===== config.mk =====
export PLATFORM = sky130hd
export DESIGN_NAME = finger_scanner
export DESIGN_NICKNAME = d
export VERILOG_FILES = /design/src/rtl/finger_scanner.sv
export SDC_FILE = /design/constraint.sdc
export NUM_CORES = 1
export LEC_CHECK = 0
export ABC_AREA = 1
export CAP_MARGIN = 25
export CORE_MARGIN = 2
export CORE_UTILIZATION = 46
export CTS_CLUSTER_SIZE = 12
export DETAILED_ROUTE_END_ITERATION = 8
export PLACE_DENSITY = 0.67
export REMOVE_ABC_BUFFERS = 1
export SETUP_SLACK_MARGIN = 0.05
export SYNTH_ARGS = -nofsm -noshare
export SYNTH_HDL_FRONTEND = slang
export SYNTH_SLANG_ARGS = --single-unit

===== constraint.sdc =====
create_clock -name clk -period 3.7 [get_ports clk]
set_input_delay 0.925 -clock clk [delete_from_list [all_inputs] [get_ports clk]]
set_output_delay 0.925 -clock clk [all_outputs]
set_load 0.05 [all_outputs]

===== src/rtl/finger_scanner.sv =====
// Pixel-stream front end: tracks x/y over a camera frame and emits one finger vote per ROI pixel.
// Optional FINGER_SCANNER_MAJORITY_EN: vote bit is a 3-tap in-row majority instead of the raw compare.
module finger_scanner #(
  parameter int IMG_WIDTH  = 640,
  parameter int IMG_HEIGHT = 480,
  parameter int ROW_START  = 200,
  parameter int ROW_END    = 279,
  parameter int NUM_KEYS   = 39
) (
  input  logic        clk,
  input  logic        rst,
  input  logic        frame_start,
  input  logic        pix_valid,
  input  logic [7:0]  pix_luma,
  input  logic [7:0]  threshold,
  output logic [31:0] addr,
  output logic [1:0]  q,
  output logic        scan_active,
  output logic        frame_done
);

  typedef enum logic [1:0] {S_IDLE, S_SKIP, S_SCAN, S_DONE} state_t;

  localparam logic [15:0] X_LAST     = 16'(IMG_WIDTH - 1);
  localparam logic [15:0] Y_SAT      = 16'(IMG_HEIGHT);
  localparam logic [15:0] VOTE_X_MAX = 16'((NUM_KEYS + 1) * 8 - 1);
  localparam logic [15:0] ROI_LAST   = 16'(ROW_END);
  localparam logic [15:0] SKIP_LAST  = (ROW_START == 0) ? 16'd0 : 16'(ROW_START - 1);

  state_t      state, state_cur, state_next;
  logic [15:0] x, y, x_cur, y_cur, x_next, y_next;
  logic        accept, finger, vote, vote_bit, done_next;
  logic [31:0] addr_next;
  logic [1:0]  q_next;
`ifdef FINGER_SCANNER_MAJORITY_EN
  logic [1:0]  hist, hist_cur, hist_next;
`endif

  always_comb begin
    state_cur = state;
    x_cur     = x;
    y_cur     = y;
    // A frame_start pixel is processed as (0,0) under the new frame's state.
    if (frame_start) begin
      state_cur = (ROW_START == 0) ? S_SCAN : S_SKIP;
      x_cur     = 16'd0;
      y_cur     = 16'd0;
    end

    accept     = pix_valid && (state_cur == S_SKIP || state_cur == S_SCAN);
    finger     = pix_luma > threshold;
    state_next = state_cur;
    x_next     = x_cur;
    y_next     = y_cur;
    done_next  = 1'b0;

    if (accept) begin
      if (x_cur == X_LAST) begin
        x_next = 16'd0;
        if (y_cur != Y_SAT) y_next = y_cur + 16'd1;
        if (state_cur == S_SKIP && y_cur == SKIP_LAST) state_next = S_SCAN;
        if (state_cur == S_SCAN && y_cur == ROI_LAST) begin
          state_next = S_DONE;
          done_next  = 1'b1;
        end
      end else begin
        x_next = x_cur + 16'd1;
      end
    end

    vote = accept && (state_cur == S_SCAN) && (x_cur <= VOTE_X_MAX);

`ifdef FINGER_SCANNER_MAJORITY_EN
    // hist[0] is the previous pixel, hist[1] the one before; both forgotten at row start.
    hist_cur  = (frame_start || x_cur == 16'd0) ? 2'b00 : hist;
    vote_bit  = (finger & hist_cur[0]) | (finger & hist_cur[1]) | (hist_cur[0] & hist_cur[1]);
    hist_next = accept ? {hist_cur[0], finger} : hist_cur;
`else
    vote_bit  = finger;
`endif

    q_next    = vote ? {1'b1, vote_bit} : 2'b00;
    addr_next = vote ? {y_cur, x_cur} : addr;
  end

  always_ff @(posedge clk) begin
    if (!rst) begin
      state       <= S_IDLE;
      x           <= 16'd0;
      y           <= 16'd0;
      addr        <= 32'd0;
      q           <= 2'b00;
      scan_active <= 1'b0;
      frame_done  <= 1'b0;
`ifdef FINGER_SCANNER_MAJORITY_EN
      hist        <= 2'b00;
`endif
    end else begin
      state       <= state_next;
      x           <= x_next;
      y           <= y_next;
      addr        <= addr_next;
      q           <= q_next;
      scan_active <= (state_next == S_SCAN);
      frame_done  <= done_next;
`ifdef FINGER_SCANNER_MAJORITY_EN
      hist        <= hist_next;
`endif
    end
  end

endmodule


; Word level (Yosys, flattened, before mapping)
; Cells that the tools add are included.
[word_totals]
regBits = 70
in_bits = 20
output_inout_bits = 36
wordCells = 41
[op_classes]
add_sub_neg = 2
order_cmp = 2
eq_ne = 7
n_mux = 14
n_reduce_logical = 8
[ops]
columns = cell, count
row1 = $mux 16, 7
row2 = $add 16x1->16 const B, 2
row3 = $eq 16x10->1 const B, 1
row4 = $eq 16x8->1 const B, 1
row5 = $eq 16x9->1 const B, 1
row6 = $le 16x9->1 const B, 1
row7 = $ne 16x9->1 const B, 1
row8 = $mux 2, 6
row9 = $gt 8x8->1, 1
row10 = $logic_and 1x1->1, 5
row11 = $eq 2x2->1 const B, 2
row12 = $reduce_and 3->1, 1
row13 = $eq 2x1->1 const B, 1
row14 = $reduce_and 2->1, 1
row15 = $logic_or 1x1->1, 1
row16 = $mux 1, 1

; Longest topological paths before layout
; Gate-level depths: netlist of run 1.
[depth]
depth_word = 8
mapped_depth = 16
ltp_nobuf = 13

; Least setup slack after synthesis of run 1
; OpenSTA, ideal clock, no wires.
[synth_timing]
kind = input port to flip-flop
startpoint = input port frame_start
endpoint = register addr[0]
setup_time_ps = 132
arrival_ps = 2955
t_required_ps = 3568
path_slack_ps = 613
cell_stages = 13
path_buffers = 4
path_cell_list = buf_6 > inv_2 > buf_4 > buf_2 > nand2_1 > ha_1 > nor2_2 > nand3_2 > nor3_4 > nand2_4 > buf_2 > nand2_1 > a21oi_1
[synth_via]
elab_chain_len = 6
word_cells_on_any_way = 9
cone_classes = order compare (1) / eq/ne (2) / mux (2) / reduce/logical (4)
[synth_rtl]
columns = element, line
row1 = from (decl), 12  ; input logic frame_start,
row2 = "parallel branches: the longest is 6 deep, another holds $le 16x9->1", --
row3 = to (signal assigned), 102  ; addr <= addr_next;
row4 = to (decl), 16  ; output logic [31:0] addr,
; Several ways; the timed one is not identified.
; A chain may end at the register's enable or synchronous reset.

; Worst setup path in the final report of run 1
[layout_timing]
startpoint = input port frame_start
endpoint = register y[1]
[layout_via]
word_cells_on_any_way = 13
cone_classes = add/sub (1) / eq/ne (4) / mux (6) / reduce/logical (2)
[layout_lines]
columns = element, line
row1 = $mux 16, 44  ; if (frame_start) begin
row2 = net x_cur[0], 31  ; logic [15:0] x, y, x_cur, y_cur, x_next, y_next;
row3 = $eq 16x10->1, 58  ; if (x_cur == X_LAST) begin
row4 = $mux 16, 58
row5 = $mux 16, 57  ; if (accept) begin
row6 = to (signal assigned), 101  ; y <= y_next;
row7 = to (decl), 31
; The timed path passes the listed nets, and every way through them passes these cells.

==> impl_metrics.csv, run 1 <==
group,metric,value,unit
clocking,clkSinkCount,70,
global_routing,grt_antenna_before_repair,0,
clocking,clk_path_buf_depth,2,
status,run_status,"complete, no violations",
sta,fmax,313,MHz
finish,n_antenna_cell,0,
floorplanning,design.die.area,0.00896,mm2
yosys,yosysSeqAreaShare,37.1,%
yosys,synth.most_common_cell,"sky130_fd_sc_hd__nand2_1",
global_routing,grt_pass1_vias,3548,
clocking,cts_post_setup_buffers_inserted,0,
detailed_routing,routed_wl,9.83,mm
hold_path,hold_class,"flip-flop to flip-flop",
critical_path,setup.worst_path.end_class,"flip-flop",
yosys,postSynth.topFlopCell,"sky130_fd_sc_hd__dfxtp_1",
power,power.total,1540,uW
power,leakage,0.00194,uW
sta,fin_worst_skew,10.6,ps
floorplanning,start_util,46.7,%
yosys,ys_async_sr_fraction,0,%
yosys,synth-edff-count,0,
floorplanning,core.rowCount,33,
clocking,clock_latency_on_the_worst_skew_pair,350,ps
detailed_routing,drt_first_pass_iters,5,
clocking,path_clk_slew,80,ps
job,maxCapViolCount,0,
yosys,synth-seq-cells,70,
clocking,ctsHtreeMaxLevel,3,
floorplanning,chipWidth,94.7,um
finish,layout-drive-gt1-share,6.68,%
power,vdd.ir_drop.worst,0.000259,V
global_routing,gr-usage-all-layers,22.3,%
critical_path,timing_worst_setup_path_type,"input pin to flip-flop",
global_routing,grt_start_max_net_pins,33,
power,power_density,331,mW/mm2
detailed_routing,routed_via_density,5.05,
yosys,synthTopCellsByCount,"143 x sky130_fd_sc_hd__nand2_1, 97 x sky130_fd_sc_hd__nor2_1, 70 x sky130_fd_sc_hd__dfxtp_1, 70 x sky130_fd_sc_hd__inv_1, 51 x sky130_fd_sc_hd__nand3_1",
sta,grt_setup_unrepaired,"no",
yosys,synth.area.top_cells,"sky130_fd_sc_hd__dfxtp_1 37%, sky130_fd_sc_hd__nand2_1 14%, sky130_fd_sc_hd__nor2_1 9.6%",
global_routing,grt_pass1_wl,15.7,mm
detailed_routing,drt_iter0_markers,160,
yosys,number_of_unique_standard_cell_types_used_by_synthesis,28,
yosys,synth_cell_area,0.00378,mm2
floorplanning,height_of_the_die,94.7,um
finish,final_cell_count_without_fillers,749,
finish,syn2layout_area_growth,23.1,%
sta,max_slew.worst_pin.slew,526,ps
critical_path,critPathArrivalTime,3430,ps
detailed_routing,avgRoutedWirePerCell,13.1,um
yosys,syn-mean-instance-area,6.52,um2
yosys,yosys.area.top_type_share,37.1,%
place,dp.final_hpwl,7.24,mm
clocking,cts_tree,"yes",
detailed_routing,route.antenna.remaining_nets,0,
sta,finalWorstPathRequiredPeriod,3200,ps
floorplanning,num_io_pins,56,
detailed_routing,route.detailed.drc,0,
place,gpl.final_weighted_congestion,0.907,
floorplanning,placeableCoreArea,0.00809,mm2
finish,finalNetCount,672,
place,placed_cells,733,
clocking,cts_hold_buf,0,
critical_path,critical_path.startpoint_type,"input pin",
sta,slew_headroom,64.8,%
clocking,post_cts_resized,0,
sta,setup_total_negative_slack,0,ps
sta,timing_max_transition_violations_final,0,
clocking,cts_root_buf,"sky130_fd_sc_hd__clkbuf_8",
sta,final.period_utilization,86.4,%
yosys,synthCells,580,
critical_path,timing.critical_path.required,3940,ps
yosys,synth_largest_area_cell,"sky130_fd_sc_hd__dfxtp_1",
sta,final-hold-violation-count,0,
critical_path,critPathMaxFanout,12,
detailed_routing,detailroute.via_count,3783,
yosys,synth-warning-count,0,
sta,setup-violations-final,0,
clocking,tritoncts.num_buffers,9,
finish,finish.utilization,57.5,%
global_routing,grt-ovfl-total,0,
place,port-buffer-count,55,
sta,fin_hold_ws,441,ps
-- layout make-up --
class | instances | area [um2]
fillers | 828 | 3440
multi-input cells | 417 | 1970
flip-flops and latches | 70 | 1400
repair buffers | 69 | 656
inverters | 72 | 270
clock buffers | 11 | 141
well taps | 105 | 131
clock inverters | 5 | 82.6
-- per-stage QoR --
stage	setup WS (ps)	cell area, um2
2_1_floorplan	257	3640
3_3_place_gp	182	4430
3_5_place_dp	192	4430
4_1_cts	553	4650
5_1_grt	292	4650
6_report	505	4650
-- layout by cell type, fill, tap and decap left out, drive strengths merged --
master / n
clkinv: 4
clkbuf: 11
ha: 13
dfxtp: 70
bufinv: 2
nand3: 52
nand4: 13
nor2: 100
inv: 71
nand3b: 2
nor3: 18
clkdlybuf4s50: 55
xor2: 4
buf: 14
nor4: 1
o21ai: 18
nand2: 149
xnor2: 1
and3: 1
a21oi: 45
-- worst max-delay path, cell delays in order --
cell,delay [ps]
sky130_fd_sc_hd__clkdlybuf4s50_1,660
sky130_fd_sc_hd__nor2_1,320
sky130_fd_sc_hd__ha_1,280
sky130_fd_sc_hd__nand3_1,120
sky130_fd_sc_hd__nor2_1,290
sky130_fd_sc_hd__nand2_1,150
sky130_fd_sc_hd__nor2_4,260
sky130_fd_sc_hd__nand2_1,180
sky130_fd_sc_hd__o21ai_0,180
sky130_fd_sc_hd__nor2_1,60
-- registers in the layout, indices dropped and copies added, names as in the netlist --
| name | flops |
|---|---|
| addr | 32 |
| x | 16 |
| y | 16 |
| q | 2 |
| state | 2 |
| frame_done | 1 |
| scan_active | 1 |
-- worst paths after layout --
check / from / endpoint / slack, ps / cells after the start
worst max-delay path: frame_start / y[1] / 500 / 10
worst min-delay path: addr[11] / addr[11] / 440 / 2
worst max register to register: x[0] / y[1] / 1510 / 10
worst min register to register: addr[11] / addr[11] / 440 / 2
-- kinds of logic (layout without fill, tap and decap cells) --
logic type,after synthesis,in the layout,share of synthesized area (%)
compound gates,63,63,8.44
xor+xnor,5,5,1.16
fa+ha+maj,13,13,4.30
flops,70,70,37.1
simple gates,336,336,38.2
buf+inv,93,157,10.9
-- per-layer routing --
layer  GRT usage (%)  up-vias  part of all wire [%]  routed length (um)
li1                -     1961                     -                   -
met1            26.4     1697                    44                4320
met2            39.4      111                    49                4830
met3            5.19       14                   5.6                 549
met4            7.73        0                   1.3                 131
met5               0        -                     0                   0
-- report_power, final --
part	internal (uW)	switching (uW)	total, uW
combinational	37.1	48.5	85.7
sequential	755	0.653	755
clock	400	300	699
total	1190	349	1540
No activity file was read; power rests on OpenSTA's default activity.
==> run 2: changes to the inputs <==
--- a/config.mk
+++ b/config.mk
@@ -13,7 +13,6 @@
 export DETAILED_ROUTE_END_ITERATION = 8
 export PLACE_DENSITY = 0.67
 export REMOVE_ABC_BUFFERS = 1
-export SETUP_SLACK_MARGIN = 0.05
 export SYNTH_ARGS = -nofsm -noshare
 export SYNTH_HDL_FRONTEND = slang
 export SYNTH_SLANG_ARGS = --single-unit
==> results of run 2 <==
Same layout as run 1: the final DEF is identical, and so are final timing and power.
==> run 3: changes to the inputs <==
--- a/config.mk
+++ b/config.mk
@@ -6,7 +6,7 @@
 export NUM_CORES = 1
 export LEC_CHECK = 0
 export ABC_AREA = 1
-export CAP_MARGIN = 25
+export CAP_MARGIN = 20
 export CORE_MARGIN = 2
 export CORE_UTILIZATION = 46
 export CTS_CLUSTER_SIZE = 12
==> results of run 3 <==
Same layout as run 1: the final DEF is identical, and so are final timing and power.
